### config.mk
export PLATFORM = sky130hd
export DESIGN_NAME = sd_emmc_sync_fifo
export DESIGN_NICKNAME = d
export VERILOG_FILES = /design/src/rtl/sd_emmc_fifo_pkg.sv /design/src/rtl/sd_emmc_fifo_ram.sv /design/src/rtl/sd_emmc_sync_fifo.sv
export SDC_FILE = /design/constraint.sdc
export NUM_CORES = 2
export LEC_CHECK = 0
export BUFFER_PORTS_ARGS = -buffer_cell sky130_fd_sc_hd__buf_2
export CORE_MARGIN = 3
export CORE_UTILIZATION = 59
export CTS_BUF_LIST = sky130_fd_sc_hd__clkbuf_4 sky130_fd_sc_hd__clkbuf_8
export CTS_CLUSTER_DIAMETER = 200
export DETAILED_ROUTE_END_ITERATION = 10
export PLACE_DENSITY = 0.77
export SETUP_SLACK_MARGIN = 0.3
export SYNTH_ARGS = -nofsm -noshare
export SYNTH_HDL_FRONTEND = slang
export SYNTH_SLANG_ARGS = --single-unit
### constraint.sdc
create_clock -name aclk -period 4.7 [get_ports aclk]
set_input_delay 0.47 -clock aclk [delete_from_list [all_inputs] [get_ports aclk]]
set_output_delay 0.47 -clock aclk [all_outputs]
set_load 0.02 [all_outputs]
### src/rtl/sd_emmc_fifo_pkg.sv
// ---------------------------------------------------------------------------
// sd_emmc_fifo_pkg
// Shared constants and helpers for the SD/eMMC host single-clock FIFOs.
// The default geometry matches the AXI staging and DMA buffers, so those
// blocks and the FIFO agree on one set of numbers.
// ---------------------------------------------------------------------------
package sd_emmc_fifo_pkg;

  localparam int SD_FIFO_WIDTH = 32;
  localparam int SD_FIFO_DEPTH = 128;

  // The level counter must hold 0..DEPTH inclusive, so it needs one bit
  // more than a pointer into the array.
  function automatic int fifoLevelWidth(input int depth);
    return $clog2(depth) + 1;
  endfunction

endpackage

### src/rtl/sd_emmc_fifo_ram.sv
// ---------------------------------------------------------------------------
// sd_emmc_fifo_ram
// DEPTH x WIDTH storage for sd_emmc_sync_fifo. It has one write port and one
// read port. With FWFT=1 the read is asynchronous, so the head word is always
// presented. With FWFT=0 the read data is registered and loads only on i_re.
// The array itself is never reset. This is the single place to swap in a
// memory macro.
//
// Ports:
//   i_clk    clock
//   i_rst_n  async active-low reset (read register only, FWFT=0)
//   i_we     write enable
//   i_waddr  write address
//   i_wdata  write data
//   i_re     read enable (registered read port only)
//   i_raddr  read address
//   o_rdata  read data
// ---------------------------------------------------------------------------
module sd_emmc_fifo_ram
  import sd_emmc_fifo_pkg::*;
#(
  parameter int WIDTH = SD_FIFO_WIDTH,
  parameter int DEPTH = SD_FIFO_DEPTH,
  parameter int FWFT  = 1,
  parameter int AW    = $clog2(DEPTH)
) (
  input  logic             i_clk,
  input  logic             i_rst_n,
  input  logic             i_we,
  input  logic [AW-1:0]    i_waddr,
  input  logic [WIDTH-1:0] i_wdata,
  input  logic             i_re,
  input  logic [AW-1:0]    i_raddr,
  output logic [WIDTH-1:0] o_rdata
);

  logic [WIDTH-1:0] r_mem [DEPTH];

  always_ff @(posedge i_clk) begin
    if (i_we) begin
      r_mem[i_waddr] <= i_wdata;
    end
  end

  generate
    if (FWFT != 0) begin : g_async_read
      // Reset and read enable have no role on the asynchronous port.
      logic w_unused_rd;
      assign w_unused_rd = i_rst_n ^ i_re;
      assign o_rdata     = r_mem[i_raddr];
    end else begin : g_reg_read
      // Only the output register is reset, so data_o starts at a known 0.
      // It holds its value whenever no read is accepted.
      logic [WIDTH-1:0] r_rdata;
      always_ff @(posedge i_clk or negedge i_rst_n) begin
        if (!i_rst_n) begin
          r_rdata <= '0;
        end else if (i_re) begin
          r_rdata <= r_mem[i_raddr];
        end
      end
      assign o_rdata = r_rdata;
    end
  endgenerate

endmodule

### src/rtl/sd_emmc_sync_fifo.sv
// ---------------------------------------------------------------------------
// sd_emmc_sync_fifo
// Parametrised single-clock data FIFO for the SD/eMMC host datapath.
// It has runtime watermarks, a fill level, a synchronous flush, sticky
// overflow/underflow flags, and either FWFT or registered-pop output.
//
// Ports:
//   aclk, rst_n            clock, async active-low reset
//   flush_i                synchronous flush (beats push/pop)
//   push_i, data_i, full_o write side
//   pop_i, data_o, empty_o read side
//   level_o                occupancy 0..DEPTH
//   wmark_hi_i/lo_i        almost-full / almost-empty thresholds
//   almost_full_o/empty_o  level_o >= hi / level_o <= lo
//   overflow_o/underflow_o sticky error flags
//   err_clr_i              clears both sticky flags
// ---------------------------------------------------------------------------
module sd_emmc_sync_fifo
  import sd_emmc_fifo_pkg::*;
#(
  parameter  int WIDTH = SD_FIFO_WIDTH,
  parameter  int DEPTH = SD_FIFO_DEPTH,
  parameter  int FWFT  = 1,
  localparam int LVL_W = fifoLevelWidth(DEPTH)
) (
  input  logic             aclk,
  input  logic             rst_n,
  input  logic             flush_i,
  input  logic             push_i,
  input  logic [WIDTH-1:0] data_i,
  output logic             full_o,
  input  logic             pop_i,
  output logic [WIDTH-1:0] data_o,
  output logic             empty_o,
  output logic [LVL_W-1:0] level_o,
  input  logic [LVL_W-1:0] wmark_hi_i,
  input  logic [LVL_W-1:0] wmark_lo_i,
  output logic             almost_full_o,
  output logic             almost_empty_o,
  output logic             overflow_o,
  output logic             underflow_o,
  input  logic             err_clr_i
);

  localparam int AW = $clog2(DEPTH);

  logic [AW-1:0]    r_wr_ptr;
  logic [AW-1:0]    r_rd_ptr;
  logic [LVL_W-1:0] r_level;
  logic             r_overflow;
  logic             r_underflow;

  logic w_full;
  logic w_empty;
  logic w_push_ok;
  logic w_pop_ok;
  logic w_ovf_evt;
  logic w_unf_evt;

  // Status comes only from the registered level. Occupancy is counted
  // explicitly, not derived from the pointers.
  assign w_full  = (r_level == LVL_W'(DEPTH));
  assign w_empty = (r_level == '0);

  // Flush masks both requests, so a flush cycle moves nothing and raises
  // no error flag.
  assign w_push_ok = push_i && !w_full  && !flush_i;
  assign w_pop_ok  = pop_i  && !w_empty && !flush_i;
  assign w_ovf_evt = push_i && w_full   && !flush_i;
  assign w_unf_evt = pop_i  && w_empty  && !flush_i;

  // Pointers wrap on their own. The level moves only when exactly one side
  // is accepted.
  always_ff @(posedge aclk or negedge rst_n) begin
    if (!rst_n) begin
      r_wr_ptr <= '0;
      r_rd_ptr <= '0;
      r_level  <= '0;
    end else if (flush_i) begin
      r_wr_ptr <= '0;
      r_rd_ptr <= '0;
      r_level  <= '0;
    end else begin
      if (w_push_ok) begin
        r_wr_ptr <= r_wr_ptr + AW'(1);
      end
      if (w_pop_ok) begin
        r_rd_ptr <= r_rd_ptr + AW'(1);
      end
      case ({w_push_ok, w_pop_ok})
        2'b10:   r_level <= r_level + LVL_W'(1);
        2'b01:   r_level <= r_level - LVL_W'(1);
        default: r_level <= r_level;
      endcase
    end
  end

  // Sticky flags ignore flush. A new error event beats err_clr_i in the
  // same cycle, so a flag cannot be lost.
  always_ff @(posedge aclk or negedge rst_n) begin
    if (!rst_n) begin
      r_overflow  <= 1'b0;
      r_underflow <= 1'b0;
    end else begin
      if (w_ovf_evt) begin
        r_overflow <= 1'b1;
      end else if (err_clr_i) begin
        r_overflow <= 1'b0;
      end
      if (w_unf_evt) begin
        r_underflow <= 1'b1;
      end else if (err_clr_i) begin
        r_underflow <= 1'b0;
      end
    end
  end

  sd_emmc_fifo_ram #(
    .WIDTH (WIDTH),
    .DEPTH (DEPTH),
    .FWFT  (FWFT),
    .AW    (AW)
  ) u_ram (
    .i_clk   (aclk),
    .i_rst_n (rst_n),
    .i_we    (w_push_ok),
    .i_waddr (r_wr_ptr),
    .i_wdata (data_i),
    .i_re    (w_pop_ok),
    .i_raddr (r_rd_ptr),
    .o_rdata (data_o)
  );

  assign full_o         = w_full;
  assign empty_o        = w_empty;
  assign level_o        = r_level;
  assign almost_full_o  = (r_level >= wmark_hi_i);
  assign almost_empty_o = (r_level <= wmark_lo_i);
  assign overflow_o     = r_overflow;
  assign underflow_o    = r_underflow;

endmodule
* After elaboration in Yosys (flattened, before gate mapping)
Memories as Yosys holds them, arrays and structs flattened. Index checks and enable logic that the tools add are counted.
Storage, ports and cells: flip-flop bits (word level) 24, memory bits (writable) 4096, input port bits 54, output and inout port bits 46, word-level logic and storage cells 43, memories kept 1
Memory list:
- u_ram.r_mem | depth 128, bits a word 32, read ports 1, clocked after memory_dff 0, write ports 1, RTL line sd_emmc_fifo_ram.sv:37 | logic [WIDTH-1:0] r_mem [DEPTH];
Operators by class: add/sub/neg operators 4, order comparisons 2, equality and inequality tests 3, mux-type cells 11, reductions and logical operators 17
Operator list (number):
- $mux W7 | 4
- $pmux W8 S2 | 1
- $add A7 B1 Y7 const B | 2
- $add A8 B1 Y8 const B | 1
- $eq A8 B8 Y1 const B | 1
- $ge A8 B8 Y1 | 1
- $le A8 B8 Y1 | 1
- $logic_and A1 B1 Y1 | 8
- $logic_not A8 Y1 | 1
- $mux W8 | 1
- $reduce_bool A2 Y1 | 4
- $sub A8 B1 Y8 const B | 1
- $mux W1 | 5
- $logic_not A1 Y1 | 3
- $reduce_bool A3 Y1 | 1
- $eq A2 B1 Y1 const B | 1
- $eq A2 B2 Y1 const B | 1

* Depth between registers and ports, before layout
depth after elaboration 7, gate-level depth with buffers 11, depth with buffers taken out 11

* By module
A second synthesis with hierarchy kept.
Second synthesis, totals: cell total of the unflattened synthesis 6161, area total of the unflattened synthesis 157494.8 um^2
By module, submodules not included:
- sd_emmc_fifo_ram | times used 1, cells each 5958, area an instance 155635.5 um^2, seq. area each 122998.0 um^2
- sd_emmc_sync_fifo | times used 1, cells each 203, area an instance 1859.3 um^2, seq. area each 600.6 um^2

* Least setup slack after synthesis
Ideal clock, no wire load.
path type register to register, start register r_level[1] (netlist: level_o[1]), end memory u_ram.r_mem[69][0] in the netlist's numbering, enable pin, setup time 0.502 ns, data arrival time 4.741 ns, required time 4.198 ns, path slack -0.543 ns, cell stages (with the launch flop) 7, buffers on the path 0, clock period less this slack 5.243 ns, cells stage by stage dfrtp_1 nor3_1 nand3_1 inv_1 nor2_1 nand3_1 nor4bb_1
On the way: word-level cells in the longest chain between the ends 6
RTL lines:
- from (decl) | RTL line sd_emmc_sync_fifo.sv:49 | logic [LVL_W-1:0] r_level;
- from (signal assigned) | RTL line sd_emmc_sync_fifo.sv:91 | 2'b10: r_level <= r_level + LVL_W'(1);
- from (signal assigned) | RTL line sd_emmc_sync_fifo.sv:92 | 2'b01: r_level <= r_level - LVL_W'(1);
- from (signal assigned) | RTL line sd_emmc_sync_fifo.sv:93 | default: r_level <= r_level;
- $eq A8 B8 Y1 | RTL line sd_emmc_sync_fifo.sv:62 | assign w_full = (r_level == LVL_W'(DEPTH));
- via full_o | RTL line sd_emmc_sync_fifo.sv:31 | output logic full_o,
- $logic_not A1 Y1 | RTL line sd_emmc_sync_fifo.sv:67 | assign w_push_ok = push_i && !w_full && !flush_i;
- $logic_and A1 B1 Y1 (2 in a row) | RTL line sd_emmc_sync_fifo.sv:67
- $mux W1 | RTL line sd_emmc_fifo_ram.sv:40 | if (i_we) begin
- $mux W1 (implied by the code) | RTL line sd_emmc_fifo_ram.sv:41 | r_mem[i_waddr] <= i_wdata;
- to (decl) | RTL line sd_emmc_fifo_ram.sv:37
The timed path passes the listed nets, and every way through them passes these cells.

* Worst setup path after layout
start register r_rd_ptr[0], end output port data_o[21]
On the way: word-level cells in the longest chain between the ends 1
RTL lines:
- from (decl) | RTL line sd_emmc_sync_fifo.sv:48 | logic [AW-1:0] r_rd_ptr;
- from (signal assigned) | RTL line sd_emmc_sync_fifo.sv:88 | r_rd_ptr <= r_rd_ptr + AW'(1);
- $mem_v2 Z128 W32
- to (decl) | RTL line sd_emmc_sync_fifo.sv:33 | output logic [WIDTH-1:0] data_o,
Every way passes these cells.

==> results.json <==
{
  "status": "finished with violations",
  "violations": "negative setup slack",
  "maxSlewViolCount": 0,
  "rr_endpoint": "level_o[7]$_DFFE_PN0P_",
  "port_buffers": 99,
  "finClkSkew_ns": 0.0627,
  "post_drt_wl_per_cell_um": 37.0,
  "pre_cts_slack_ns": -0.291,
  "synthArstFlopShare_pct": 0.583,
  "path_buf_inv": 6,
  "synthFlopType": "edfxtp_1",
  "dr_total_vias": 86930,
  "yosys_warnings": 0,
  "clock-sinks": 4120,
  "clock_latency_ns": 1.09,
  "io_pins": 100,
  "synth_cell_types": 68,
  "critPathMostFrequentCell": "buf_12",
  "fin_crit_sh_pct": 106,
  "dp.cells": 10988,
  "grt_max_degree": 95,
  "rows": 189,
  "core_um2": 266000,
  "ctsHtreeMaxLevel": 6,
  "die-area_um2": 275000,
  "viasPerCell": 7.00,
  "instances_no_fill": 12418,
  "fp.dieW_um": 524,
  "dr.pass1.iters": 6,
  "power.switching_w": 0.0232,
  "worst_slack_ns": -0.262,
  "cap_violations": 0,
  "dpl.hpwl_mm": 250,
  "final_nets": 8485,
  "period_minus_slack_ns": 4.96,
  "combPwrFrac_pct": 21.7,
  "grt_pass1_vias": 85518,
  "cp_top_family": "compound AO/OA/AOI/OAI gates",
  "start_util_pct": 59.5,
  "ys_seq_area_share_pct": 78.0,
  "final.fill_count": 14565,
  "setup-violations-final": 21,
  "clkPwrFrac_pct": 32.4,
  "required_ns": 4.23,
  "seq_power_share_pct": 45.9,
  "whs_path_depth": 1,
  "p_int_w": 0.0654,
  "place.gp.congestion": 0.880,
  "drt_iter0_drc": 14797,
  "end_kind": "primary output",
  "path_class": "reg2out",
  "total_power_w": 0.0886,
  "peakVddDrop_v": 0.000312,
  "sw_frac_of_total_pct": 26.2,
  "grt_pass1_wl_mm": 635,
  "whs_endpoint": "u_ram.r_mem[77][17]$_DFFE_PP_",
  "timing.hold.ws_ns": 0.0280,
  "die_h_um": 524,
  "overflow": 0,
  "ys_ff_latch": 4120,
  "final_util_pct": 70.0,
  "detail-route-antenna-nets": 0,
  "maxClockFrequency_mhz": 202,
  "grtUsageTotal_pct": 32.9,
  "synthCells": 7327,
  "leakage_nw": 57.7,
  "antenna_found_initial": 24,
  "wl_mm": 459,
  "area_growth_pct": 17.6,
  "final_layout_size_suffix_gt1_share_pct": 36.2,
  "worst_path_largest_cell_delay_ns": 0.55,
  "r2r_setup_slack_ns": 0.53,
  "rsz0062_at_grt": "true",
  "cts_buffer_depth": 4,
  "hold_viol": 0,
  "crit_fanout": 8,
  "arrival_ns": 4.49,
  "rr_worst_depth": 10,
  "crit_path_top_delay_cell": "o211ai_1",
  "crit_chain": "buf_12, buf_12, buf_16, buf_12, buf_16, mux4_2, a221oi_4, o211ai_1, o32a_1, buf_6",
  "hold_class": "in2reg",
  "synthesis.nets": 7406,
  "path_clk_slew_ns": 0.06,
  "synth_edf_count": 4096,
  "slew_headroom_pct": 13.4,
  "worst_pin_slew_ns": 1.30,
  "avgSynthCellArea_um2": 21.6,
  "root_buffer": "clkbuf_8",
  "netlist_area_um2": 159000,
  "drc": 0,
  "powerDensity_nw_per_um2": 475,
  "worst_setup_path_start_kind": "register",
  "cts_made_buffers": 633,
  "cts_tree": "done",
  "r2r-start": "level_o[2]$_DFFE_PN0P_",
  "worstHoldStart": "data_i[17]"
}
==> worst max-delay path by stage <==
stage,slack [ns],endpoint,cells after the start,startpoint
after CTS,-0.06,data_o[5],10,r_rd_ptr[1]$_DFFE_PN0P_
after floorplan,0.69,u_ram.r_mem[69][0]$_DFFE_PP_,6,level_o[1]$_DFFE_PN0P_
after global routing,-0.22,data_o[21],13,r_rd_ptr[0]$_DFFE_PN0P_
after detailed placement,-0.29,data_o[0],9,r_rd_ptr[0]$_DFFE_PN0P_
after global placement,-0.50,data_o[0],9,r_rd_ptr[3]$_DFFE_PN0P_
final,-0.26,data_o[21],10,r_rd_ptr[0]$_DFFE_PN0P_
==> layout make-up <==
| cell class | instances | area [µm²] | share of cell area [%] |
|---|---|---|---|
| Clock buffer | 861 | 10600 | 5.66 |
| Multi-Input combinational cell | 2757 | 36300 | 19.5 |
| Sequential cell | 4120 | 124000 | 66.3 |
| Timing Repair Buffer | 871 | 10100 | 5.43 |
| Tap cell | 3533 | 4420 | 2.37 |
| Clock inverter | 238 | 1350 | 0.725 |
| Inverter | 23 | 86.3 | 0.0463 |
| Antenna cell | 15 | 37.5 | 0.0201 |
==> cells in the mapped netlist (all sizes together), types with 4 or more instances <==
| master | number | share of area, % |
|---|---|---|
| or3 | 6 | 0.024 |
| mux2 | 75 | 0.53 |
| o21a | 4 | 0.019 |
| mux2i | 496 | 3.1 |
| mux4 | 785 | 11 |
| a31oi | 22 | 0.095 |
| a21o | 5 | 0.024 |
| nor3 | 15 | 0.051 |
| a221oi | 81 | 0.45 |
| a211oi | 122 | 0.58 |
| o211ai | 21 | 0.099 |
| nand2 | 131 | 0.31 |
| a22o | 43 | 0.24 |
| edfxtp | 4096 | 78 |
| dfrtp | 24 | 0.38 |
| a22oi | 196 | 0.93 |
| buf | 277 | 1.2 |
| nor2 | 166 | 0.40 |
| o22ai | 69 | 0.27 |
| o21ai | 84 | 0.27 |
| a2bb2oi | 4 | 0.022 |
| o221ai | 50 | 0.28 |
| ha | 24 | 0.19 |
| nor2b | 13 | 0.051 |
| o2111ai | 11 | 0.061 |
| xnor2 | 10 | 0.060 |
| o32a | 6 | 0.038 |
| clkbuf | 151 | 0.36 |
| nand3b | 13 | 0.062 |
| a21oi | 153 | 0.48 |
| nand3 | 58 | 0.18 |
| and3 | 4 | 0.016 |
| a21boi | 39 | 0.18 |
| inv | 23 | 0.054 |
| nand2b | 6 | 0.024 |
| and2 | 6 | 0.024 |
| xor2 | 6 | 0.033 |
==> state kept, by name (all words and copies together) (netlist names) <==
register / cells
u_ram.r_mem: 4096
level_o: 8
r_rd_ptr: 7
r_wr_ptr: 7
overflow_o: 1
underflow_o: 1
==> stage by stage <==
step	cell area, µm²	TNS [ns]
after floorplan	159000	0
after CTS	184000	-0.107
after detailed placement	166000	-0.641
after global routing	186000	-2.80
final	186000	-1.81
after global placement	166000	-1.17
==> kinds of logic (layout without fill, tap and decap cells) <==
family	count (synthesis)	after routing	synth area share, %
compound gates	920	920	4.10
other cells	0	15	0
buf+inv	451	1993	1.59
xor+xnor	16	16	0.0931
flops	4120	4120	78.0
mux	1356	1356	14.8
simple gates	439	440	1.24
fa+ha+maj	25	25	0.202
==> metal layers <==
| metal | global-route usage [%] | wire length, µm | vias to the layer above |
|---|---|---|---|
| li1 | - | - | 33256 |
| met1 | 43.7 | 151000 | 44675 |
| met2 | 50.4 | 218000 | 7729 |
| met3 | 9.08 | 63800 | 1264 |
| met4 | 17.3 | 26500 | 6 |
| met5 | 0.0866 | 220 | - |
==> power groups by stage <==
stage | registers, W | logic, W | clock network (W)
CTS | 0.0406 | 0.0176 | 0.0287
floorplan | 0.0414 | 0.0101 | 0
global placement | 0.0415 | 0.0137 | 0
finish | 0.0407 | 0.0193 | 0.0287
global route | 0.0406 | 0.0200 | 0.0304
detailed placement | 0.0415 | 0.0139 | 0
==> cell usage in the layout (no fill, tap or decap), types with 29 or more instances in the layout <==
cell type / instances
buf_16: 65
nor2_1: 32
a22oi_1: 141
o221ai_1: 45
buf_6: 78
clkinv_2: 59
o21ai_0: 63
edfxtp_1: 4096
buf_4: 527
a22o_1: 33
a21oi_1: 119
clkbuf_8: 655
nor2_4: 130
a211oi_2: 50
mux2i_1: 460
nand2_1: 114
o22ai_1: 55
clkinv_1: 136
a211oi_1: 34
mux4_2: 785
buf_2: 39
a221oi_1: 47
a22oi_2: 55
clkbuf_4: 206
a211oi_4: 38
nand3_1: 44
a21boi_0: 29
mux2_2: 73
buf_12: 93
==> what timing repair did <==
action,4_1_cts,5_1_grt
resized for setup,620,183
setup buffers,131,111
pin swaps,98,87
setup endpoints to repair,33,32
gates cloned,43,10
hold buffers,21,0
endpoints found under the hold margin,353,0
(Power assumes the default switching activity.)
